[src/rtl/traffic_pkg.sv]
// Shared state encoding, direction codes and default phase timings
// for the two-road intersection phase scheduler.
package traffic_pkg;

   typedef enum logic [2:0] {
      S_NSG   = 3'd0,
      S_NSY   = 3'd1,
      S_RED_A = 3'd2,
      S_EWG   = 3'd3,
      S_EWY   = 3'd4,
      S_RED_B = 3'd5,
      S_WALK  = 3'd6
   } state_e;

   localparam logic DIR_NS = 1'b0;
   localparam logic DIR_EW = 1'b1;

   localparam int GREEN_MIN_DEF = 8;
   localparam int GREEN_MAX_DEF = 20;
   localparam int YELLOW_T_DEF  = 3;
   localparam int ALLRED_T_DEF  = 1;
   localparam int WALK_T_DEF    = 6;
   localparam int CNT_W_DEF     = 5;

   // Green state serving the given direction code.
   function automatic state_e green_of(input logic dir);
      return (dir == DIR_EW) ? S_EWG : S_NSG;
   endfunction

endpackage

[src/rtl/traffic_phase_scheduler_phase_timer.sv]
// Saturating phase timer: cleared on every state change, then counts up
// and holds at GREEN_MAX-1, exposing the phase-end comparison flags.
module phase_timer
   import traffic_pkg::*;
#(
   parameter int GREEN_MIN = GREEN_MIN_DEF,
   parameter int GREEN_MAX = GREEN_MAX_DEF,
   parameter int YELLOW_T  = YELLOW_T_DEF,
   parameter int ALLRED_T  = ALLRED_T_DEF,
   parameter int WALK_T    = WALK_T_DEF,
   parameter int CNT_W     = CNT_W_DEF
) (
   input  logic             clk,
   input  logic             reset,
   input  logic             clr,
   output logic [CNT_W-1:0] cnt,
   output logic             at_min,
   output logic             at_max,
   output logic             at_yellow,
   output logic             at_allred,
   output logic             at_walk
);

   logic [CNT_W-1:0] cnt_q;
   logic [CNT_W-1:0] cnt_d;

   always_comb begin
      cnt_d = cnt_q + 1'b1;
      if (clr) begin
         cnt_d = '0;
      end else if (at_max) begin
         cnt_d = cnt_q;
      end
   end

   // NOTE: sequential state is written with <= so every flop samples the
   // pre-edge values of its neighbours, independent of block ordering.
   always_ff @(posedge clk) begin
      if (reset) begin
         cnt_q <= '0;
      end else begin
         cnt_q <= cnt_d;
      end
   end

   assign cnt       = cnt_q;
   assign at_min    = (cnt_q >= CNT_W'(GREEN_MIN - 1));
   assign at_max    = (cnt_q == CNT_W'(GREEN_MAX - 1));
   assign at_yellow = (cnt_q == CNT_W'(YELLOW_T - 1));
   assign at_allred = (cnt_q == CNT_W'(ALLRED_T - 1));
   assign at_walk   = (cnt_q == CNT_W'(WALK_T - 1));

endmodule

[src/rtl/traffic_phase_scheduler.sv]
// Two-road intersection sequencer: actuated green, fixed yellow/all-red,
// latched pedestrian walk phase and emergency preemption; Moore lamp decode.
module traffic_phase_scheduler
   import traffic_pkg::*;
#(
   parameter int GREEN_MIN = GREEN_MIN_DEF,
   parameter int GREEN_MAX = GREEN_MAX_DEF,
   parameter int YELLOW_T  = YELLOW_T_DEF,
   parameter int ALLRED_T  = ALLRED_T_DEF,
   parameter int WALK_T    = WALK_T_DEF,
   parameter int CNT_W     = CNT_W_DEF
) (
   input  logic       clk,
   input  logic       reset,
   input  logic       ns_car,
   input  logic       ew_car,
   input  logic       ped_req,
   input  logic       emerg_req,
   input  logic       emerg_dir,
   output logic       NS_green,
   output logic       NS_yellow,
   output logic       NS_red,
   output logic       EW_green,
   output logic       EW_yellow,
   output logic       EW_red,
   output logic       walk,
   output logic [2:0] phase
);

   state_e           state_q;
   state_e           state_d;
   logic             ped_pending_q;
   logic             ped_pending_d;
   logic             next_ew_q;
   logic             next_ew_d;
   logic             clr;
   logic [CNT_W-1:0] cnt;
   logic             at_min;
   logic             at_max;
   logic             at_yellow;
   logic             at_allred;
   logic             at_walk;

   phase_timer #(
      .GREEN_MIN (GREEN_MIN),
      .GREEN_MAX (GREEN_MAX),
      .YELLOW_T  (YELLOW_T),
      .ALLRED_T  (ALLRED_T),
      .WALK_T    (WALK_T),
      .CNT_W     (CNT_W)
   ) u_timer (
      .clk       (clk),
      .reset     (reset),
      .clr       (clr),
      .cnt       (cnt),
      .at_min    (at_min),
      .at_max    (at_max),
      .at_yellow (at_yellow),
      .at_allred (at_allred),
      .at_walk   (at_walk)
   );

   // NOTE: every variable written here gets a default first, so no path
   // through the case leaves one unassigned and no latch is inferred.
   always_comb begin
      state_d   = state_q;
      next_ew_d = next_ew_q;
      case (state_q)
         S_NSG: begin
            if (emerg_req) begin
               if (emerg_dir == DIR_EW) state_d = S_NSY;
            end else if (at_min && (ew_car || ped_pending_q) && (!ns_car || at_max)) begin
               state_d = S_NSY;
            end
         end
         S_EWG: begin
            if (emerg_req) begin
               if (emerg_dir == DIR_NS) state_d = S_EWY;
            end else if (at_min && (ns_car || ped_pending_q) && (!ew_car || at_max)) begin
               state_d = S_EWY;
            end
         end
         S_NSY: if (at_yellow) state_d = S_RED_A;
         S_EWY: if (at_yellow) state_d = S_RED_B;
         S_RED_A: begin
            if (at_allred) begin
               if (emerg_req) begin
                  state_d = green_of(emerg_dir);
               end else if (ped_pending_q) begin
                  state_d   = S_WALK;
                  next_ew_d = 1'b1;
               end else begin
                  state_d = S_EWG;
               end
            end
         end
         S_RED_B: begin
            if (at_allred) begin
               if (emerg_req) begin
                  state_d = green_of(emerg_dir);
               end else if (ped_pending_q) begin
                  state_d   = S_WALK;
                  next_ew_d = 1'b0;
               end else begin
                  state_d = S_NSG;
               end
            end
         end
         S_WALK: begin
            if (at_walk) begin
               state_d = emerg_req ? green_of(emerg_dir) : green_of(next_ew_q);
            end
         end
         default: state_d = S_RED_B;
      endcase
   end

   // A request arriving on the walk-entry cycle survives the clear.
   assign ped_pending_d = ped_req ||
                          (ped_pending_q && !(state_d == S_WALK && state_q != S_WALK));
   assign clr = (state_d != state_q);

   // NOTE: reset is synchronous and active-high; only control state is
   // reset, and a mid-phase reset drops any latched pedestrian request.
   always_ff @(posedge clk) begin
      if (reset) begin
         state_q       <= S_RED_B;
         ped_pending_q <= 1'b0;
         next_ew_q     <= 1'b0;
      end else begin
         state_q       <= state_d;
         ped_pending_q <= ped_pending_d;
         next_ew_q     <= next_ew_d;
      end
   end

   cnt_in_range: assert property (@(posedge clk) disable iff (reset)
                                  cnt <= CNT_W'(GREEN_MAX - 1));

   assign NS_green  = (state_q == S_NSG);
   assign NS_yellow = (state_q == S_NSY);
   assign NS_red    = !(NS_green || NS_yellow);
   assign EW_green  = (state_q == S_EWG);
   assign EW_yellow = (state_q == S_EWY);
   assign EW_red    = !(EW_green || EW_yellow);
   assign walk      = (state_q == S_WALK);
   assign phase     = state_q;

endmodule
[config.mk]
export PLATFORM = sky130hd
export DESIGN_NAME = traffic_phase_scheduler
export DESIGN_NICKNAME = d
export VERILOG_FILES = /design/src/rtl/traffic_pkg.sv /design/src/rtl/traffic_phase_scheduler_phase_timer.sv /design/src/rtl/traffic_phase_scheduler.sv
export SDC_FILE = /design/constraint.sdc
export NUM_CORES = 1
export LEC_CHECK = 0
export BUFFER_PORTS_ARGS = -buffer_cell sky130_fd_sc_hd__buf_2
export CORE_UTILIZATION = 58
export DETAILED_ROUTE_END_ITERATION = 8
export HOLD_SLACK_MARGIN = 0.12
export PLACE_DENSITY = 0.83
export SKIP_LAST_GASP = 1
export SYNTH_ARGS = -nofsm -noshare
export SYNTH_HDL_FRONTEND = slang
export SYNTH_SLANG_ARGS = --single-unit
[constraint.sdc]
create_clock -name clk -period 6.3 [get_ports clk]
set_input_delay 0.63 -clock clk [delete_from_list [all_inputs] [get_ports clk]]
set_output_delay 0.63 -clock clk [all_outputs]
set_load 0.05 [all_outputs]
==> results of run 1 <==
[synth_stat cells, drive strengths merged, types with 2 or more instances]
master / instances
o311ai: 2
xnor2: 4
and3b: 2
and2: 2
ha: 4
a31oi: 2
nor2: 11
inv: 5
o2111ai: 2
a21oi: 7
nand4: 2
or2: 4
nand2b: 3
buf: 4
nand3: 3
nor3: 7
nand2: 12
dfxtp: 10
clkbuf: 3
nor4b: 3
[placed cells by master (no fill, tap or decap), types with 3 or more instances in the layout]
master	n
clkbuf_4	3
nor2_1	10
buf_2	16
inv_1	5
nor3_1	7
ha_1	4
or2_2	4
a21oi_1	7
nand2b_1	3
dfxtp_1	10
nand3_1	3
nand2_1	12
xnor2_1	3
[sequential cells by signal, indices dropped and copies added (netlist names)]
register       cells
next_ew_q          1
ped_pending_q      1
phase              3
u_timer.cnt        5
[power by group]
part	internal (mW)	total, mW	leakage, nW	switching (mW)
clock network	0.0351	0.0563	0.0210	0.0212
registers	0.0734	0.108	0.0818	0.0344
logic	0.0817	0.245	0.306	0.164
total	0.190	0.409	0.409	0.219
[worst min path at each step]
stage,cells after the start,start,slack (ns),to
final,2,next_ew_q$_SDFFE_PP0P_,0.58,next_ew_q$_SDFFE_PP0P_
after global routing,2,reset,0.60,phase[1]$_SDFF_PP0_
after CTS,2,next_ew_q$_SDFFE_PP0P_,0.59,next_ew_q$_SDFFE_PP0P_
after detailed placement,2,next_ew_q$_SDFFE_PP0P_,0.58,next_ew_q$_SDFFE_PP0P_
after global placement,2,next_ew_q$_SDFFE_PP0P_,0.54,next_ew_q$_SDFFE_PP0P_
after floorplan,2,next_ew_q$_SDFFE_PP0P_,0.50,next_ew_q$_SDFFE_PP0P_
[through the flow]
step | hold slack [ns] | worst slack (ns) | util, %
3_3_place_gp | 0.539 | 4.01 | 65.5
3_5_place_dp | 0.576 | 4.01 | 65.5
5_1_grt | 0.603 | 3.75 | 67.9
4_1_cts | 0.590 | 3.85 | 67.9
6_report | 0.583 | 3.87 | 67.9
2_1_floorplan | 0.495 | 3.12 | -
[cells by family (layout without fill, tap and decap cells)]
kind of cell	count (synthesis)	count (layout)
AO/OA/AOI/OAI	23	23
AND/OR/NAND/NOR	58	58
multiplexers	2	2
adder cells (fa/ha/maj)	4	4
buffers and inverters	12	25
flip-flops	10	10
XOR/XNOR	5	5
[layout make-up]
type | count | area, sq um | area share (%)
flip-flops and latches | 10 | 200 | 19.6
repair buffers | 16 | 80.1 | 7.82
well taps | 16 | 20.0 | 1.96
clock buffers | 4 | 36.3 | 3.55
inverters | 5 | 18.8 | 1.83
multi-input cells | 92 | 668 | 65.3
[routing by layer]
layer  wire, um  up-vias  part of all wire (%)
li1           -      443                     -
met1        873      418                    44
met2       1020       23                    51
met3         96        2                   4.8
met4         15        0                  0.75
met5          0        -                     0
[worst max-delay path, delay by kind of cell, from the launching register on]
family,cells,cell delay [ns]
flip-flops,1,0.68
AND/OR/NAND/NOR,2,0.58
buffers and inverters,1,0.28
==> reports/qor.yml, run 1 <==
placement:
  dpl.hpwl_mm: 1.53
  globalplace.congestion: 0.799
  dp.cells: 139
  place_area_sq_um: 987
  portBuffers: 16
global_route:
  grt_start_max_net_pins: 18
  grt_util_all_layers_pct: 25.5
  gr-usage-met2_pct: 45.9
  antenna_found_initial: 0
  grt_util_met1_pct: 30.3
  overflow: 0
  grt_pass1_vias: 832
  top_usage_layer: "met2"
  use_met3_pct: 7.76
  grt_pass1_wl_mm: 3.48
clock_network:
  cts.sinks: 10
  cts_buffers: 3
  root_buffer: "clkbuf_4"
  cts_tree: "done"
  h-tree-depth: 1
  cts_hold_buffers: 0
  worst_skew_pair.late_latency_ns: 0.26
  clockBufferDepth: 2
  clk_pin_slew_ns: 0.06
  cts_setup_buffers: 0
  cts_resized: 0
worst_setup_path:
  r2r-start: "u_timer.cnt[0]$_SDFFE_PP0N_"
  r2r_cells: 6
  crit_path_start_kind: "flop"
  crit_type: "flop to output port"
  reg2reg_slack_ns: 4.00
  crit_arrival_ns: 1.80
  crit_path_start: "phase[1]$_SDFF_PP0_"
  crit_chain: "nor2b_1 -> and2_1 -> buf_2"
  path_max_fanout: 14
  r2r_end: "u_timer.cnt[1]$_SDFFE_PP0N_"
  critical_path.max_stage_delay_ns: 0.68
  critPathRequiredTime_ns: 5.67
  endpoint: "walk"
  end_kind: "output port"
  worst_path_max_delay_cell: "dfxtp_1"
detailed_routing:
  wl_per_cell_um: 14.0
  viasPerCell: 6.20
  route.vias.total: 886
  routed_wl_mm: 2.01
  postRouteAntennaNets: 0
  drc: 0
  first_pass_iters: 4
  drt-initial-drc-count: 14
final_layout:
  fin_cells: 143
  final_nets: 139
  antenna_cells: 0
  drive_gt1_share_pct: 26.8
  layout-area-overhead-vs-synth_pct: 10.1
  nFillCells: 139
  fin_area_sq_um: 1020
synthesis:
  synth_xor_area_share_pct: 6.73
  synthFlopType: "dfxtp_1"
  synth_edf_count: 0
  synth.avg_cell_area_sq_um: 8.15
  synth_fp_nets: 125
  synth_top_family_by_area: "simple AND/OR/NAND/NOR gates"
  synthSimpleGateAreaFrac_pct: 37.8
  yosysWarnings: 0
  synth_adder_area_share_pct: 5.38
  yosysTopAreaCell: "dfxtp_1"
  muxShareOfSynthArea_pct: 2.29
  netlist_area_sq_um: 930
  synth_cell_types: 48
  netlist.area_leader.share_pct: 21.5
  async_flop_share_pct: 0
  ys_seq_area_share_pct: 21.5
  ys_seq_elements: 10
  syn_inst: 114
  synth.area.top_cells: "dfxtp_1, ha_1, nand2_1, nor2_1, a21oi_1"
  synth_compound_area_share_pct: 19.7
sta:
  setup_violations: 0
  maxSlewViolCount: 0
  timing.final.crit_period_ns: 2.43
  fin_worst_skew_ns: 0.00381
  rsz0062_at_grt: "false"
  max_slew.worst_pin.slew_ns: 0.576
  finalHoldViolations: 0
  finalSetupTns_ns: 0
  maxSlewHeadroom_pct: 61.5
  fin_crit_sh_pct: 38.6
  fmax_ghz: 0.411
worst_hold_path:
  hold_class: "flop to flop"
run_status:
  status: "finished clean"
floorplanning:
  die_w_um: 42.0
  die-height_um: 42.0
  core_sq_um: 1510
  fp-row-count: 14
  start_util_pct: 61.7
  dieArea_sq_um: 1770
  boundaryPins: 17
power_and_ir_drop:
  finalPower_mw: 0.409
  power-per-cell-area_nw_per_um2: 400
  peakVddDrop_uv: 224
  p_leak_nw: 0.409
job:
  max-cap-violations: 0
Note: power is estimated with default switching activity, not from simulation.
==> run 2: changes to the inputs <==
--- a/config.mk
+++ b/config.mk
@@ -6,10 +6,10 @@
 export NUM_CORES = 1
 export LEC_CHECK = 0
 export BUFFER_PORTS_ARGS = -buffer_cell sky130_fd_sc_hd__buf_2
-export CORE_UTILIZATION = 58
+export CORE_UTILIZATION = 49
 export DETAILED_ROUTE_END_ITERATION = 8
 export HOLD_SLACK_MARGIN = 0.12
-export PLACE_DENSITY = 0.83
+export PLACE_DENSITY = 0.74
 export SKIP_LAST_GASP = 1
 export SYNTH_ARGS = -nofsm -noshare
 export SYNTH_HDL_FRONTEND = slang
==> constraint.sdc (replaced) <==
create_clock -name clk -period 2.2 [get_ports clk]
set_input_delay 0.22 -clock clk [delete_from_list [all_inputs] [get_ports clk]]
set_output_delay 0.22 -clock clk [all_outputs]
set_load 0.05 [all_outputs]
==> run 2 against run 1 <==
Core utilization is 0.20 points lower. Critical path depth increased by 6. Total power rose to 3.3 times the previous value. Combinational power rose to 3.4 times the previous value. Cell area is 16% higher. Sequential cell count did not move. Largest cell class unchanged.
==> reports/qor.yml, run 2 (synthesis results as in run 1) <==
floorplanning:
  start_util_pct: 53.3
  boundaryPins: 17
  core_sq_um: 1750
  fp-row-count: 15
  die_w_um: 45.6
  die-height_um: 45.6
  dieArea_sq_um: 2080
clock_network:
  cts_tree: "done"
  cts_buffers: 3
  h-tree-depth: 1
  clk_pin_slew_ns: 0.08
  cts.sinks: 10
  root_buffer: "clkbuf_4"
  clockBufferDepth: 2
  worst_skew_pair.late_latency_ns: 0.27
power_and_ir_drop:
  power-per-cell-area_nw_per_um2: 1140
  power_frac_comb_pct: 61.8
  peakVddDrop_uv: 678
  internal_power_mw: 0.643
  p_sw_share_pct: 52.4
  netSwitchingPower_mw: 0.707
  pwr-share-clk_pct: 12.9
  p_leak_nw: 0.463
  finalPower_mw: 1.35
  seqPwrFrac_pct: 25.3
worst_setup_path:
  r2r_end: "u_timer.cnt[1]$_SDFFE_PP0N_"
  crit_type: "flop to flop"
  end_kind: "flop"
  critPathRequiredTime_ns: 2.38
  worst_path_max_delay_cell: "dfxtp_4"
  crit_arrival_ns: 2.33
  crit_path_start_kind: "flop"
  critPathMostFrequentCell: "buf_4"
  reg2reg_slack_ns: 0.05
  r2r_cells: 9
  crit_chain: "inv_2 -> ha_1 -> or4b_4 -> nor2_2 -> buf_4 -> a211o_1 -> o32ai_1 -> buf_4 -> nor4b_4"
  critical_path.max_stage_delay_ns: 0.41
  r2r-start: "u_timer.cnt[0]$_SDFFE_PP0N_"
  path_max_fanout: 5
  endpoint: "u_timer.cnt[1]$_SDFFE_PP0N_"
  crit_path_start: "u_timer.cnt[0]$_SDFFE_PP0N_"
sta:
  maxSlewViolCount: 0
  maxSlewHeadroom_pct: 68.7
  fin_crit_sh_pct: 97.9
  timing.final.crit_period_ns: 2.15
  max_slew.worst_pin.slew_ns: 0.470
  setup_slack_ns: 0.0466
  finalHoldViolations: 0
  fin_worst_skew_ns: 0.00803
  setup_violations: 0
  fmax_ghz: 0.464
  hold_slack_ns: 0.198
final_layout:
  drive_gt1_share_pct: 42.4
  top_register: "u_timer.cnt"
  layout-area-overhead-vs-synth_pct: 27.2
  layout_commonest_cell: "buf_2"
  final_nets: 144
  final_cell_mix: "buf_2, nand2_1, nor2_1, a21oi_1"
  antenna_cells: 0
  largest_register_ffs: 5
  nFillCells: 152
detailed_routing:
  routed_wl_mm: 2.20
  wl_per_cell_um: 14.0
  drt-initial-drc-count: 16
  postRouteAntennaNets: 0
  first_pass_iters: 4
  viasPerCell: 5.91
  route.vias.total: 928
  drc: 0
worst_hold_path:
  worstHoldStart: "reset"
  hold_class: "primary input to flop"
global_route:
  grt_util_all_layers_pct: 23.1
  overflow: 0
  grt_pass1_wl_mm: 3.44
  grt_start_max_net_pins: 18
  grt_pass1_vias: 783
  antenna_found_initial: 0
placement:
  place_ws_ns: 0.00784
  portBuffers: 16
  globalplace.congestion: 0.883
  dpl.hpwl_mm: 1.57
run_status:
  status: "finished clean"
job:
  max-cap-violations: 0
## run 2: cell count changes in the layout (fill, tap and decap cells not counted), sizes merged
cell / previous run / this run
buf: 16 / 21
## run 2: power groups by stage
stage	Sequential (mW)	Clock, mW	Combinational (mW)
5_1_grt	0.351	0.188	0.899
3_3_place_gp	0.328	0	0.748
3_5_place_dp	0.330	0	0.749
4_1_cts	0.328	0.178	0.769
2_1_floorplan	0.325	0	0.599
6_report	0.342	0.174	0.834
## run 2: worst min-delay path by stage
stage	cells after the start	slack, ns	to
2_1_floorplan	1	0.28	phase[1]$_SDFF_PP0_
3_3_place_gp	2	0.47	ped_pending_q$_SDFF_PP0_
3_5_place_dp	2	0.48	phase[1]$_SDFF_PP0_
4_1_cts	2	0.19	next_ew_q$_SDFFE_PP0P_
5_1_grt	2	0.21	ped_pending_q$_SDFF_PP0_
6_report	2	0.20	next_ew_q$_SDFFE_PP0P_
## run 2: area by class of cell
class	count	area, sq um	area share [%]
multi-input cells	92	767	64.9
flip-flops and latches	10	211	17.9
repair buffers	21	118	9.95
clock buffers	4	36.3	3.07
well taps	25	31.3	2.65
inverters	5	18.8	1.59
## run 2: what timing repair did
item | CTS | global route
endpoints found under the setup margin | 5 | 6
hold buffers | 0 | 0
pin swaps | 0 | 3
gates resized for setup | 1 | 15
setup buffers | 0 | 1
## run 2: worst max-delay path, delay by kind of cell (launching register included)
family / cells / cell delay (ns)
buf+inv: 3 / 0.41
flops: 1 / 0.41
fa+ha+maj: 1 / 0.21
compound gates: 2 / 0.58
simple gates: 3 / 0.47
## run 2: metrics by stage
| step | util [%] | instance area, sq um | std cells | setup TNS, ns |
|---|---|---|---|---|
| finish | 67.7 | 1180 | 157 | 0 |
| global route | 67.7 | 1180 | 157 | -0.412 |
| CTS | 63.1 | 1100 | 156 | 0 |
| detailed placement | 60.6 | 1060 | 152 | 0 |
| global placement | 60.6 | 1060 | 152 | 0 |
| floorplan | - | 960 | 114 | 0 |
## run 2: per-layer routing
metal  global-route usage [%]  part of all wire (%)  up-vias
li1                         -                     -      454
met1                     29.7                    44      434
met2                     38.0                    49       34
met3                     3.57                   5.6        6
met4                     9.09                   1.8        0
met5                        0                     0        -
==> run 3: changes to the inputs <==
--- a/config.mk
+++ b/config.mk
@@ -8,7 +8,7 @@
 export BUFFER_PORTS_ARGS = -buffer_cell sky130_fd_sc_hd__buf_2
 export CORE_UTILIZATION = 49
 export DETAILED_ROUTE_END_ITERATION = 8
-export HOLD_SLACK_MARGIN = 0.12
+export HOLD_SLACK_MARGIN = 0.05
 export PLACE_DENSITY = 0.74
 export SKIP_LAST_GASP = 1
 export SYNTH_ARGS = -nofsm -noshare
==> constraint.sdc (replaced) <==
create_clock -name clk -period 1.8 [get_ports clk]
set_input_delay 0.18 -clock clk [delete_from_list [all_inputs] [get_ports clk]]
set_output_delay 0.18 -clock clk [all_outputs]
set_load 0.05 [all_outputs]
==> run 3 against run 2 <==
The run now ends with setup timing left. Sequential share of layout area shrank 1.7 points. Count of clock-buffer cells in the layout is the same. Combinational power grew 47%. Register-to-register slack lost 0.34 ns. First-iteration DRC count grew to 3.5 times the previous value. Sequential cell count is the same. Routed wire length grew 31%. Cell count grew 8.3%. Global-route usage grew 7.3 points. Largest cell class unchanged. Largest power group unchanged. Highest routed layer unchanged.
==> reports/qor.yml, run 3 (synthesis results as in run 1) <==
run_status:
  status: "finished, violations left"
  violations: "setup timing"
clock_network:
  clockBufferDepth: 2
  clk_pin_slew_ns: 0.07
  cts_tree: "done"
  worst_skew_pair.late_latency_ns: 0.26
  root_buffer: "clkbuf_4"
  cts_buffers: 3
  cts.sinks: 10
  h-tree-depth: 1
global_route:
  antenna_found_initial: 0
  grt_start_max_net_pins: 16
  grt_util_all_layers_pct: 30.4
  grt_pass1_wl_mm: 4.44
  overflow: 0
  grt_pass1_vias: 955
final_layout:
  largest_register_ffs: 5
  final_nets: 157
  antenna_cells: 0
  seqCellArea_sq_um: 221
  drive_gt1_share_pct: 55.9
  final_cell_mix: "buf_4, buf_2, nand2_1, nor2_1"
  final_util_pct: 78.6
  layout_commonest_cell: "buf_4"
  multi_input_area_sq_um: 842
  top_register: "u_timer.cnt"
  nFillCells: 118
  layout-area-overhead-vs-synth_pct: 47.6
worst_setup_path:
  crit_arrival_ns: 2.26
  crit_type: "flop to flop"
  cp_top_family: "simple AND/OR/NAND/NOR gates"
  crit_chain: "buf_4 -> ha_1 -> nor4b_4 -> a311oi_1 -> o311ai_1 -> nand4_1 -> xor2_4 -> nor4b_4"
  critPathRequiredTime_ns: 1.97
  worst_path_max_delay_cell: "dfxtp_4"
  critPathMostFrequentCell: "nor4b_4"
  crit_path_start_kind: "flop"
  critical_path.max_stage_delay_ns: 0.39
  end_kind: "flop"
  path_max_fanout: 5
  cp_num_buf_inv: 1
power_and_ir_drop:
  netSwitchingPower_mw: 0.967
  peakVddDrop_uv: 972
  p_leak_nw: 0.533
  p_sw_share_pct: 54.0
  seqPwrFrac_pct: 22.5
  power-per-cell-area_nw_per_um2: 1300
  power_frac_comb_pct: 68.6
  pwr-share-clk_pct: 9.0
  internal_power_mw: 0.824
job:
  max-cap-violations: 0
sta:
  maxSlewHeadroom_pct: 73.4
  finalSetupTns_ns: -1.74
  fmax_ghz: 0.477
  maxSlewViolCount: 0
  hold_slack_ns: 0.174
  rsz0062_at_grt: "true"
  finalHoldViolations: 0
  fin_crit_sh_pct: 116
  fin_worst_skew_ns: 0.00387
  max_slew.worst_pin.slew_ns: 0.398
  setup_slack_ns: -0.294
  setup_violations: 9
  timing.final.crit_period_ns: 2.09
floorplanning:
  dieArea_sq_um: 2080
  start_util_pct: 53.3
  boundaryPins: 17
  fp-row-count: 15
  die_w_um: 45.6
  core_sq_um: 1750
  die-height_um: 45.6
worst_hold_path:
  hold_class: "primary input to flop"
placement:
  globalplace.congestion: 0.847
  portBuffers: 16
  dpl.hpwl_mm: 1.97
  place_ws_ns: -0.286
detailed_routing:
  postRouteAntennaNets: 0
  viasPerCell: 6.15
  route.vias.total: 1045
  routed_wl_mm: 2.87
  first_pass_iters: 4
  drt-initial-drc-count: 56
  drc: 0
  wl_per_cell_um: 16.9
run 3: changes by cell type in the layout (fill, tap and decap cells not counted), moves of 3 or more:
cell     delta
a21oi_2     +3
dfxtp_4     +3
buf_4      +12
a21oi_1     -3
nor3_1      -4
nor3_2      +3
run 3: cell type report:
type                    count  share of cell area, %
well taps                  25                   2.28
repair buffers             34                   16.6
clock buffers               4                   1.91
multi-input cells          92                   61.3
flip-flops and latches     10                   16.1
inverters                   5                   1.73
run 3: final timing paths:
path	cells past startpoint	slack, ns	start	end
worst max register to register	8	-0.29	u_timer.cnt[1]$_SDFFE_PP0N_	u_timer.cnt[1]$_SDFFE_PP0N_
worst min-delay path	2	0.17	reset	next_ew_q$_SDFFE_PP0P_
worst min register to register	2	0.56	next_ew_q$_SDFFE_PP0P_	next_ew_q$_SDFFE_PP0P_
worst max-delay path	8	-0.29	u_timer.cnt[1]$_SDFFE_PP0N_	u_timer.cnt[1]$_SDFFE_PP0N_
run 3: power by group through the flow:
stage | clock network, mW | logic (mW) | registers, mW
floorplan | 0 | 0.813 | 0.419
global placement | 0 | 1.06 | 0.393
finish | 0.160 | 1.23 | 0.402
detailed placement | 0 | 1.09 | 0.393
global route | 0.176 | 1.28 | 0.415
CTS | 0.164 | 1.16 | 0.387
run 3: what timing repair did:
action / in CTS / in global routing
setup buffers: 4 / 0
endpoints found under the setup margin: 8 / 10
gates resized for setup: 8 / 7
cloned: 0 / 0
pin swaps: 5 / 4
hold buffers: 0 / 0
run 3: metal layers:
layer / wire length (um) / up-vias / track usage (%)
met5: 0 / - / 0
met4: 95 / 0 / 17.6
met3: 155 / 13 / 2.78
met2: 1380 / 47 / 47.7
met1: 1250 / 493 / 40.2
li1: - / 492 / -
run 3: through the flow:
stage	cells	total power, mW	instance area (sq um)
after floorplan	114	1.23	1080
after global placement	162	1.45	1250
after detailed placement	162	1.48	1250
after CTS	170	1.71	1340
after global routing	170	1.88	1370
final	170	1.79	1370
